**src/rtl/multdiv_sequencer_if.sv**
```systemverilog
// Bus bundle between the execute stage, the multdiv sequencer, the iterative
// multiply/divide units and the write-back path.
// slave  : the sequencer's view (accepts operations, drives units and results).
// master : the environment's view (execute stage, units, write-back).
`timescale 1ns/1ps
interface multdiv_sequencer_if #(
  parameter int unsigned TAG_W = 5
);
  // execute-stage request
  logic             op_valid;
  logic             op_is_div;
  logic [31:0]      op_a;
  logic [31:0]      op_b;
  logic [TAG_W-1:0] op_dest;
  logic             op_ready;
  logic             stall;
  // unit control and operands
  logic             do_mult;
  logic             do_div;
  logic [31:0]      unit_a;
  logic [31:0]      unit_b;
  // unit responses
  logic             mult_ready;
  logic             mult_exception;
  logic [31:0]      mult_out;
  logic             div_ready;
  logic             div_exception;
  logic [31:0]      div_out;
  // write-back result
  logic             result_valid;
  logic [31:0]      result;
  logic [TAG_W-1:0] result_dest;
  logic             result_exception;

  modport slave (
    input  op_valid, op_is_div, op_a, op_b, op_dest,
    input  mult_ready, mult_exception, mult_out,
    input  div_ready, div_exception, div_out,
    output op_ready, stall, do_mult, do_div, unit_a, unit_b,
    output result_valid, result, result_dest, result_exception
  );

  modport master (
    output op_valid, op_is_div, op_a, op_b, op_dest,
    output mult_ready, mult_exception, mult_out,
    output div_ready, div_exception, div_out,
    input  op_ready, stall, do_mult, do_div, unit_a, unit_b,
    input  result_valid, result, result_dest, result_exception
  );
endinterface

```
**src/rtl/multdiv_sequencer.sv**
```systemverilog
// Multiply/divide sequencer: accepts one operation, pulses the selected
// iterative unit, waits (with timeout) for its ready, then returns one tagged
// result while stalling the pipeline.
// Optional build macro MULTDIV_ZERO_SHORTCUT_EN: a divide by zero completes
// straight from IDLE with result 0 and the exception flag set, without
// starting the divider.
`timescale 1ns/1ps
module multdiv_sequencer #(
  parameter int unsigned TIMEOUT_CYCLES = 40,
  parameter int unsigned TAG_W          = 5
) (
  input logic                clk,
  input logic                reset,
  multdiv_sequencer_if.slave bus
);

  localparam int unsigned     CNT_W    = (TIMEOUT_CYCLES > 1) ? $clog2(TIMEOUT_CYCLES) : 1;
  localparam logic [CNT_W-1:0] CNT_LAST = CNT_W'(TIMEOUT_CYCLES - 1);

  typedef enum logic [1:0] {
    IDLE,
    LAUNCH,
    WAIT,
    DONE
  } state_e;

  state_e           state_q, state_d;
  logic             is_div_q, is_div_d;
  logic [TAG_W-1:0] dest_q, dest_d;
  logic [CNT_W-1:0] cnt_q, cnt_d;
  logic             do_mult_q, do_mult_d;
  logic             do_div_q, do_div_d;
  logic [31:0]      unit_a_q, unit_a_d;
  logic [31:0]      unit_b_q, unit_b_d;
  logic             result_valid_q, result_valid_d;
  logic [31:0]      result_q, result_d;
  logic [TAG_W-1:0] result_dest_q, result_dest_d;
  logic             result_exc_q, result_exc_d;

  logic             accept;
  logic             sel_ready;
  logic             sel_exc;
  logic [31:0]      sel_out;

  // Acceptance and selected-unit response mux (the other unit is ignored).
  always_comb begin
    accept    = bus.op_valid && (state_q == IDLE) && !reset;
    sel_ready = is_div_q ? bus.div_ready     : bus.mult_ready;
    sel_exc   = is_div_q ? bus.div_exception : bus.mult_exception;
    sel_out   = is_div_q ? bus.div_out       : bus.mult_out;
  end

  // Next-state and registered-output computation for the sequencing FSM.
  always_comb begin
    state_d        = state_q;
    is_div_d       = is_div_q;
    dest_d         = dest_q;
    cnt_d          = cnt_q;
    unit_a_d       = unit_a_q;
    unit_b_d       = unit_b_q;
    do_mult_d      = 1'b0;
    do_div_d       = 1'b0;
    result_valid_d = 1'b0;
    result_d       = result_q;
    result_dest_d  = result_dest_q;
    result_exc_d   = result_exc_q;

    case (state_q)
      IDLE: begin
        if (accept) begin
          unit_a_d = bus.op_a;
          unit_b_d = bus.op_b;
          is_div_d = bus.op_is_div;
          dest_d   = bus.op_dest;
`ifdef MULTDIV_ZERO_SHORTCUT_EN
          if (bus.op_is_div && (bus.op_b == '0)) begin
            state_d        = DONE;
            result_valid_d = 1'b1;
            result_d       = '0;
            result_exc_d   = 1'b1;
            result_dest_d  = bus.op_dest;
          end else begin
            state_d   = LAUNCH;
            do_div_d  = bus.op_is_div;
            do_mult_d = ~bus.op_is_div;
          end
`else
          // Start pulse is registered here so it is high during LAUNCH.
          state_d   = LAUNCH;
          do_div_d  = bus.op_is_div;
          do_mult_d = ~bus.op_is_div;
`endif
        end
      end

      LAUNCH: begin
        state_d = WAIT;
        cnt_d   = '0;
      end

      WAIT: begin
        // Ready is checked before the timeout so a last-cycle ready wins.
        if (sel_ready) begin
          state_d        = DONE;
          result_valid_d = 1'b1;
          result_d       = sel_out;
          result_exc_d   = sel_exc;
          result_dest_d  = dest_q;
        end else if (cnt_q == CNT_LAST) begin
          state_d        = DONE;
          result_valid_d = 1'b1;
          result_d       = '0;
          result_exc_d   = 1'b1;
          result_dest_d  = dest_q;
        end else begin
          cnt_d = cnt_q + 1'b1;
        end
      end

      DONE: begin
        state_d = IDLE;
      end

      default: begin
        state_d = IDLE;
      end
    endcase
  end

  // State and output registers with synchronous reset.
  always_ff @(posedge clk) begin
    if (reset) begin
      state_q        <= IDLE;
      is_div_q       <= 1'b0;
      dest_q         <= '0;
      cnt_q          <= '0;
      do_mult_q      <= 1'b0;
      do_div_q       <= 1'b0;
      unit_a_q       <= '0;
      unit_b_q       <= '0;
      result_valid_q <= 1'b0;
      result_q       <= '0;
      result_dest_q  <= '0;
      result_exc_q   <= 1'b0;
    end else begin
      state_q        <= state_d;
      is_div_q       <= is_div_d;
      dest_q         <= dest_d;
      cnt_q          <= cnt_d;
      do_mult_q      <= do_mult_d;
      do_div_q       <= do_div_d;
      unit_a_q       <= unit_a_d;
      unit_b_q       <= unit_b_d;
      result_valid_q <= result_valid_d;
      result_q       <= result_d;
      result_dest_q  <= result_dest_d;
      result_exc_q   <= result_exc_d;
    end
  end

  assign bus.op_ready         = accept;
  assign bus.stall            = (state_q != IDLE);
  assign bus.do_mult          = do_mult_q;
  assign bus.do_div           = do_div_q;
  assign bus.unit_a           = unit_a_q;
  assign bus.unit_b           = unit_b_q;
  assign bus.result_valid     = result_valid_q;
  assign bus.result           = result_q;
  assign bus.result_dest      = result_dest_q;
  assign bus.result_exception = result_exc_q;

endmodule

```
**src/flat_wrapper.sv**
```systemverilog
// flat-port wrapper written by rule: the top's interface ports become plain ports
module multdiv_sequencer_flat 
#(
  parameter int unsigned TIMEOUT_CYCLES = 40,
  parameter int unsigned TAG_W          = 5
)
  (clk, reset, bus_op_valid, bus_op_is_div, bus_op_a, bus_op_b, bus_op_dest, bus_mult_ready, bus_mult_exception, bus_mult_out, bus_div_ready, bus_div_exception, bus_div_out, bus_op_ready, bus_stall, bus_do_mult, bus_do_div, bus_unit_a, bus_unit_b, bus_result_valid, bus_result, bus_result_dest, bus_result_exception);
  multdiv_sequencer_if #(.TAG_W(TAG_W)) bus_i ();
  input logic clk;
  input logic reset;
  input wire logic [$bits(bus_i.op_valid)-1:0] bus_op_valid;
  input wire logic [$bits(bus_i.op_is_div)-1:0] bus_op_is_div;
  input wire logic [$bits(bus_i.op_a)-1:0] bus_op_a;
  input wire logic [$bits(bus_i.op_b)-1:0] bus_op_b;
  input wire logic [$bits(bus_i.op_dest)-1:0] bus_op_dest;
  input wire logic [$bits(bus_i.mult_ready)-1:0] bus_mult_ready;
  input wire logic [$bits(bus_i.mult_exception)-1:0] bus_mult_exception;
  input wire logic [$bits(bus_i.mult_out)-1:0] bus_mult_out;
  input wire logic [$bits(bus_i.div_ready)-1:0] bus_div_ready;
  input wire logic [$bits(bus_i.div_exception)-1:0] bus_div_exception;
  input wire logic [$bits(bus_i.div_out)-1:0] bus_div_out;
  output wire logic [$bits(bus_i.op_ready)-1:0] bus_op_ready;
  output wire logic [$bits(bus_i.stall)-1:0] bus_stall;
  output wire logic [$bits(bus_i.do_mult)-1:0] bus_do_mult;
  output wire logic [$bits(bus_i.do_div)-1:0] bus_do_div;
  output wire logic [$bits(bus_i.unit_a)-1:0] bus_unit_a;
  output wire logic [$bits(bus_i.unit_b)-1:0] bus_unit_b;
  output wire logic [$bits(bus_i.result_valid)-1:0] bus_result_valid;
  output wire logic [$bits(bus_i.result)-1:0] bus_result;
  output wire logic [$bits(bus_i.result_dest)-1:0] bus_result_dest;
  output wire logic [$bits(bus_i.result_exception)-1:0] bus_result_exception;
  assign bus_i.op_valid = bus_op_valid;
  assign bus_i.op_is_div = bus_op_is_div;
  assign bus_i.op_a = bus_op_a;
  assign bus_i.op_b = bus_op_b;
  assign bus_i.op_dest = bus_op_dest;
  assign bus_i.mult_ready = bus_mult_ready;
  assign bus_i.mult_exception = bus_mult_exception;
  assign bus_i.mult_out = bus_mult_out;
  assign bus_i.div_ready = bus_div_ready;
  assign bus_i.div_exception = bus_div_exception;
  assign bus_i.div_out = bus_div_out;
  assign bus_op_ready = bus_i.op_ready;
  assign bus_stall = bus_i.stall;
  assign bus_do_mult = bus_i.do_mult;
  assign bus_do_div = bus_i.do_div;
  assign bus_unit_a = bus_i.unit_a;
  assign bus_unit_b = bus_i.unit_b;
  assign bus_result_valid = bus_i.result_valid;
  assign bus_result = bus_i.result;
  assign bus_result_dest = bus_i.result_dest;
  assign bus_result_exception = bus_i.result_exception;
  multdiv_sequencer #(.TIMEOUT_CYCLES(TIMEOUT_CYCLES), .TAG_W(TAG_W)) u_core (.clk(clk), .reset(reset), .bus(bus_i));
endmodule
```
**config.mk**
```make
export PLATFORM = sky130hd
export DESIGN_NAME = multdiv_sequencer_flat
export DESIGN_NICKNAME = d
export VERILOG_FILES = /design/src/rtl/multdiv_sequencer_if.sv /design/src/rtl/multdiv_sequencer.sv /design/src/flat_wrapper.sv
export SDC_FILE = /design/constraint.sdc
export NUM_CORES = 1
export LEC_CHECK = 0
export BUFFER_PORTS_ARGS = -buffer_cell sky130_fd_sc_hd__buf_2
export CELL_PAD_IN_SITES_DETAIL_PLACEMENT = 2
export CELL_PAD_IN_SITES_GLOBAL_PLACEMENT = 2
export CORE_MARGIN = 2
export CORE_UTILIZATION = 24
export DETAILED_ROUTE_END_ITERATION = 10
export PLACE_DENSITY = 0.87
export SLEW_MARGIN = 30
export SYNTH_ARGS = -nofsm -noshare
export SYNTH_HDL_FRONTEND = slang
export SYNTH_SLANG_ARGS = --single-unit
```
**constraint.sdc**
```tcl
create_clock -name clk -period 2.43 [get_ports clk]
set_clock_uncertainty 0.2 [all_clocks]
set_input_delay 0.486 -clock clk [delete_from_list [all_inputs] [get_ports clk]]
set_output_delay 0.486 -clock clk [all_outputs]
set_load 0.02 [all_outputs]
```
==> summary.md, run 1 <==
| Metric | Value |
|---|---|
| CP max-delay cell | `dfxtp_1` |
| Post-route ant nets | `0` |
| CTS sink count | `119` |
| CP max FO | `3` |
| Gr ovfl total | `0` |
| DR vias/cell | `4.511` |
| CP required | `~1.7 ns` |
| Syn-to-layout area delta | `46.41%` |
| Synth Area in Compound Gates | `15.78%` |
| Post-CTS setup buffers | `0` |
| Global-route usage over all layers | `16.34%` |
| DR iter-0 viols | `about 210` |
| Worst skew pair latency | `0.40 ns` |
| Leakage power | `approximately 3.2 nW` |
| Share of cells above drive strength 1 | `41.66%` |
| Slew Viols, Final | `0` |
| Post-synthesis xor/xnor area fraction | `0%` |
| Mux contribution to synthesized area | `about a tenth` |
| Max-cap violations | `0` |
| Core box area | `~0.019 mm²` |
| Main combinational cell family by area after synthesis | `simple AND/OR/NAND/NOR gates` |
| Nets | `~920` |
| Pre-antenna DRT Iters | `4` |
| CTS tree | `built` |
| Mapped Area | `between 0.004 and 0.005 mm²` |
| Finished Core Util | `between 30% and 40%` |
| Slew HR | `71.89%` |
| Clk root buf | `clkbuf_16` |
| Vias in the first global route | `between 5,000 and 6,000` |
| Asr flop ratio synth | `0%` |
| Die area | `slightly above 0.02 mm²` |
| Endpoints failing setup | `0` |
| Std cell rows | `50` |
| Clk pin slew, worst setup/hold paths | `about 0.050 ns` |
| Antenna violations before repair | `2` |
| Die extent in y | `142.8 µm` |
| FF+latch count, synth | `roughly 120` |
| Status | `finished, final reports clean` |
| Pwr Density | `between 900 and 1000 mW/mm²` |
| IO buf count | `around 250` |
| Die W | `142.8 µm` |
| CTS max path bufs | `2` |
| First-pass GRT wire length | `around 26 mm` |
| Ys flop type | `dfxtp_1` |
| Final Cycle Share | `86.49%` |
| RSZ-0062 raised after global routing | `false` |
| Peak supply drop | `around 0.44 mV` |
| CP max stage delay | `slightly above 0.3 ns` |
| Starting Density | `between 20% and 30%` |
| Routed WL per cell | `around 16 µm` |
| Via count | `roughly 4,700` |
| Residual DRC count | `0` |
| Post-Synth Adder-Cell Area | `1.083%` |
| YS warnings | `0` |
| Max frequency | `between 400 and 500 MHz` |
| I/O pin cnt | `around 250` |
| Worst setup margin | `roughly 0.33 ns` |
| Sequential area share after synthesis | `about half` |
| Count of different cell masters after synthesis | `33` |
| HP Class | `input port to flop` |
| Post-DP HPWL | `12.34 mm` |
| Setup CP Type | `flop to output port` |
| Final hold violation count | `0` |
| Detailed Route WL | `about 17 mm` |
| Cts hold-fix bufs | `0` |
| Worst-path cell chain | `inv_1 > ha_1 > nand2_2 > nor2_1 > buf_2` |
| Synth Area in Simple Gates | `17.21%` |
| Syn Area/Cell | `about 8.7 µm²` |
| WP data arrival | `approximately 1.4 ns` |
| Syn_nets | `just under 700` |
| Synthesized instance count | `534` |
| Cts repair resizes | `0` |
| Htree depth | `4` |
| Largest net degree at the start of global routing | `82` |
| Setup WS pre-CTS | `between 0.3 and 0.4 ns` |
| Worst setup EP type | `output port` |
| Final min period | `approximately 2.1 ns` |
| CTS Buf Count | `17` |
| RD Place Congestion | `about 0.76` |
| Setup_tns | `0 ns` |
| Post-synth EDFFs | `0` |
| Startpoint types | `flop` |
| Worst-Margin Slew | `~0.41 ns` |
[worst paths after layout]
| kind | startpoint | endpoint | slack [ns] | depth (start not counted) |
|---|---|---|---|---|
| hold reg to reg | u_core.bus.unit_a[21]$_SDFFE_PP0P_ | u_core.bus.unit_a[21]$_SDFFE_PP0P_ | 0.25 | 2 |
| hold / removal | bus_op_is_div | u_core.bus.do_mult$_SDFF_PP0_ | 0.09 | 2 |
| setup reg to reg | u_core.cnt_q[0]$_SDFFE_PP0P_ | u_core.bus.result[17]$_SDFFE_PP0P_ | 0.41 | 6 |
| setup / recovery | u_core.state_q[0]$_SDFFE_PP0P_ | bus_op_ready | 0.33 | 5 |
[power breakdown]
| part | switching [mW] | internal (mW) | total, mW |
|---|---|---|---|
| combinational | 1.18 | 0.658 | 1.84 |
| clock | 0.880 | 1.71 | 2.59 |
| sequential | 0.124 | 2.22 | 2.34 |
[synth_stat cells (all sizes together), types with 2 or more instances]
| master | number | area, µm² |
|---|---|---|
| a21oi | 73 | 365.4 |
| a22oi | 34 | 269.0 |
| dfxtp | 119 | 2382 |
| mux2i | 9 | 90.09 |
| mux2 | 33 | 375.4 |
| a31oi | 3 | 18.77 |
| inv | 8 | 30.03 |
| buf | 6 | 42.54 |
| clkbuf | 34 | 127.6 |
| and3 | 2 | 12.51 |
| nor3 | 2 | 10.01 |
| ha | 4 | 50.05 |
| and2 | 2 | 12.51 |
| o21ai | 3 | 15.01 |
| nand2 | 145 | 544.3 |
| nor2 | 43 | 161.4 |
| and3b | 2 | 17.52 |
[placed cells by master, fill, tap and decap left out, types with 2 or more instances in the layout]
cell type   instances
a22oi_1            33
inv_1               8
dfxtp_1           119
mux2_2             32
buf_2             246
clkbuf_16          17
clkbuf_1            2
and3_1              2
clkbuf_8            4
and3b_1             2
buf_4              11
clkinv_2            3
nor3_1              2
ha_1                4
o21ai_1             2
clkinvlp_4          2
a31oi_1             3
a21oi_1            73
mux2i_1             9
nand2_1           144
bufinv_16           3
buf_12              3
nor2_1             42
[worst max-delay path, delay by kind of cell, from the launching register on]
family / cells / cell delay, ns
fa+ha+maj: 1 / 0.21
buf+inv: 2 / 0.27
flops: 1 / 0.31
simple gates: 2 / 0.21
[final cells by class]
type,instances,area (µm²)
Fill cell,2154,12060
Sequential cell,119,2382
Multi-Input combinational cell,367,2047
Timing Repair Buffer,260,1374
Clock buffer,23,488.0
Tap cell,260,325.3
Clock inverter,8,120.1
Inverter,8,30.03
Antenna cell,1,2.502
[kinds of logic after synthesis]
family	after synthesis
AND/OR/NAND/NOR	202
AO/OA/AOI/OAI	119
flip-flops	119
buffers and inverters	48
multiplexers	42
adder cells (fa/ha/maj)	4
[state kept, by name, indices dropped and copies added, names as in the netlist, 2 cells and up]
register	cells
u_core.cnt_q	6
u_core.dest_q	5
u_core.state_q	2
u_core.bus.unit_b	32
u_core.bus.result_dest	5
u_core.bus.unit_a	32
u_core.bus.result	32
[per-layer routing]
layer  global-route usage [%]  routed length (µm)  vias up
met5                        0                  13        -
met3                    6.908                1615       14
met1                    16.79                6356     2257
li1                         -                   -     2274
met2                    30.36                8466      171
met4                    4.377                 162        2
[stage by stage]
stage	power (mW)	instance area (µm²)	hold slack [ns]	instances
2_1_floorplan	3.534	4623	0.2357	534
3_3_place_gp	4.185	6158	0.2383	1014
3_5_place_dp	4.261	6158	0.2470	1014
4_1_cts	6.904	6766	0.06913	1045
5_1_grt	7.181	6766	0.09220	1045
6_report	6.768	6769	0.08998	1046
Note: power is estimated with default switching activity, not from simulation.
==> run 2, diff against run 1 <==
--- a/config.mk
+++ b/config.mk
@@ -5,11 +5,12 @@
 export SDC_FILE = /design/constraint.sdc
 export NUM_CORES = 1
 export LEC_CHECK = 0
+export ABC_AREA = 1
 export BUFFER_PORTS_ARGS = -buffer_cell sky130_fd_sc_hd__buf_2
 export CELL_PAD_IN_SITES_DETAIL_PLACEMENT = 2
 export CELL_PAD_IN_SITES_GLOBAL_PLACEMENT = 2
 export CORE_MARGIN = 2
-export CORE_UTILIZATION = 24
+export CORE_UTILIZATION = 23
 export DETAILED_ROUTE_END_ITERATION = 10
 export PLACE_DENSITY = 0.87
 export SLEW_MARGIN = 30
==> summary.md, run 2 <==
| Metric | Value |
|---|---|
| Asr flop ratio synth | `0%` |
| CP max-delay cell | `dfxtp_1` |
| Routed WL per cell | `15.41 µm` |
| CTS Buf Count | `17` |
| CTS tree | `built` |
| HP Class | `input port to flop` |
| Most common cell in the netlist | `nand2_1` |
| RD Place Congestion | `0.7515` |
| Setup WS pre-CTS | `about 0.26 ns` |
| CP max stage delay | `around 0.3 ns` |
| Synthesized instance count | `around 680` |
| Area leader, netlist | `dfxtp_1` |
| Pwr Density | `1035 mW/mm²` |
| Final Cycle Share | `approximately 93%` |
| Logic gate share of total power | `about 29%` |
| Syn_nets | `between 800 and 900` |
| Synth top area cells | `dfxtp_1 (49%), nand2_1 (17%), nor2_1 (9.6%), o21ai_0 (6.1%), nand3_1 (2.8%)` |
| RSZ-0062 raised after global routing | `false` |
| Post-synth EDFFs | `0` |
| Slew Viols, Final | `0` |
| Nets | `approximately 1,100` |
| Share of power burned in registers | `around 34%` |
| Final hold violation count | `0` |
| Internal | `between 4 and 5 mW` |
| Sw power | `2.509 mW` |
| YS warnings | `0` |
| Std cell rows | `53` |
| Startpoint types | `flop` |
| Post-route insts no fill | `1,201` |
| Worst Hold Slack | `about 0.06 ns` |
| Endpoints failing setup | `0` |
| Final total power | `~7.2 mW` |
| Ys flop type | `dfxtp_1` |
| Status | `finished, final reports clean` |
| Cts hold-fix bufs | `0` |
| Pre-antenna DRT Iters | `4` |
| Global-route usage over all layers | `~17%` |
| Post-route ant nets | `0` |
| Cells after DPL | `1,168` |
| Worst setup EP type | `output port` |
| First-pass GRT wire length | `just under 30 mm` |
| Detailed Route WL | `18.51 mm` |
| Slew HR | `between 40% and 50%` |
| Worst setup margin | `0.1646 ns` |
| Final min period | `2.265 ns` |
| Commonest cells post-synth | `nand2_1 (217), nor2_1 (124), dfxtp_1 (119)` |
| Via count | `~5,300` |
| Setup_tns | `0 ns` |
| Max-cap violations | `0` |
| Finished Cell Area | `about 0.007 mm²` |
| Post-DP HPWL | `roughly 14 mm` |
| Finished Core Util | `between 30 and 40%` |
| CP required | `~1.7 ns` |
| Die extent in y | `roughly 150 µm` |
| Worst skew pair latency | `about 0.41 ns` |
| Gr ovfl total | `0` |
| Sequential area share after synthesis | `between 40% and 50%` |
| WP data arrival | `approximately 1.6 ns` |
| CP max FO | `5` |
| IO buf count | `between 200 and 250` |
| Starting Density | `about a quarter` |
| Clock power share | `between 30% and 40%` |
| Syn-to-layout area delta | `42.78%` |
| Worst-path cell chain | `inv_1 > ha_1 > nand3_1 > inv_2 > buf_2` |
| Share of cells above drive strength 1 | `approximately 35%` |
| Die area | `~0.022 mm²` |
| I/O pin cnt | `~250` |
| Net Sw Frac | `between 30% and 40%` |
| Placed Area | `approximately 0.0063 mm²` |
| Clk root buf | `clkbuf_16` |
| Residual DRC count | `0` |
| Mapped Area | `between 0.004 and 0.005 mm²` |
| Most common cell after layout, fill and taps aside | `buf_2` |
| Syn Area/Cell | `a little over 7 µm²` |
| FF+latch count, synth | `119` |
| Antenna violations before repair | `2` |
| Worst-Margin Slew | `between 0.8 and 0.9 ns` |
| CTS sink count | `between 100 and 150` |
| Post-CTS setup buffers | `0` |
| Clk pin slew, worst setup/hold paths | `~0.050 ns` |
| Max frequency | `~440 MHz` |
| Setup CP Type | `flop to output port` |
| CTS max path bufs | `2` |
| Htree depth | `4` |
| Cts repair resizes | `0` |
| Reg2Reg Setup Slack | `about 0.32 ns` |
| Count of different cell masters after synthesis | `24` |
| Leakage power | `roughly 3.5 nW` |
| DR iter-0 viols | `between 100 and 150` |
| Core box area | `0.02089 mm²` |
| Yosys top cell area share | `48.98%` |
| Vias in the first global route | `about 5,700` |
| Largest net degree at the start of global routing | `a little over 80` |
| Most frequent cells in the layout | `buf_2 (247), nand2_1 (216), nor2_1 (124), dfxtp_1 (119), o21ai_0 (59)` |
| DR vias/cell | `4.400` |
| Die W | `about 150 µm` |
| Peak supply drop | `approximately 0.45 mV` |
-- run 2: cell count changes after synthesis, moves of 26 or more --
| cell | before | now |
|---|---|---|
| nor2_1 | 43 | 124 |
| nand2_1 | 145 | 217 |
| o21ai_0 | 1 | 59 |
| a21oi_1 | 73 | 26 |
| a22oi_1 | 33 | 0 |
| mux2_2 | 32 | 0 |
| nand3_1 | 1 | 27 |
-- run 2: power by group through the flow --
stage               clock network [mW]  logic [mW]  registers (mW)
floorplan                            0        1.00            2.84
global placement                     0        2.08            2.49
detailed placement                   0        2.14            2.51
CTS                               2.71        2.16            2.47
global route                      2.80        2.36            2.51
finish                            2.62        2.10            2.47
-- run 2: worst paths after layout --
kind                                                          from                                        to  depth (start not counted)
worst max-delay path                u_core.state_q[0]$_SDFFE_PP0P_                              bus_op_ready                          5
worst max register to register      u_core.state_q[0]$_SDFFE_PP0P_  u_core.bus.result_exception$_SDFFE_PP0P_                          8
worst min register to register  u_core.bus.result[10]$_SDFFE_PP0P_        u_core.bus.result[10]$_SDFFE_PP0P_                          2
worst min-delay path                                 bus_op_is_div             u_core.bus.do_mult$_SDFF_PP0_                          2
-- run 2: layer usage --
metal / share of wire [%] / track usage (%)
met5: 0 / 0
met4: 1.2 / 4.762
met3: 12 / 8.293
met2: 46 / 28.12
met1: 40 / 18.15
-- run 2: area by class of cell --
type,count,area (µm²)
Fill cell,2531,13940
Inverter,25,93.84
Clock inverter,8,120.1
Sequential cell,119,2382
Clock buffer,23,488.0
Tap cell,275,344.1
Antenna cell,2,5.005
Timing Repair Buffer,258,1344
Multi-Input combinational cell,491,2167
-- run 2: kinds of logic after synthesis --
group | Yosys count | share of synthesized area (%)
AND/OR/NAND/NOR | 391 | 32.75
buffers and inverters | 68 | 6.509
adder cells (fa/ha/maj) | 4 | 1.029
AO/OA/AOI/OAI | 96 | 10.73
flip-flops | 119 | 48.98
-- run 2: critical path, delay by kind of cell (launching register included) --
family | cells | cell delay, ns
simple gates | 1 | 0.21
buf+inv | 3 | 0.48
fa+ha+maj | 1 | 0.20
flops | 1 | 0.30
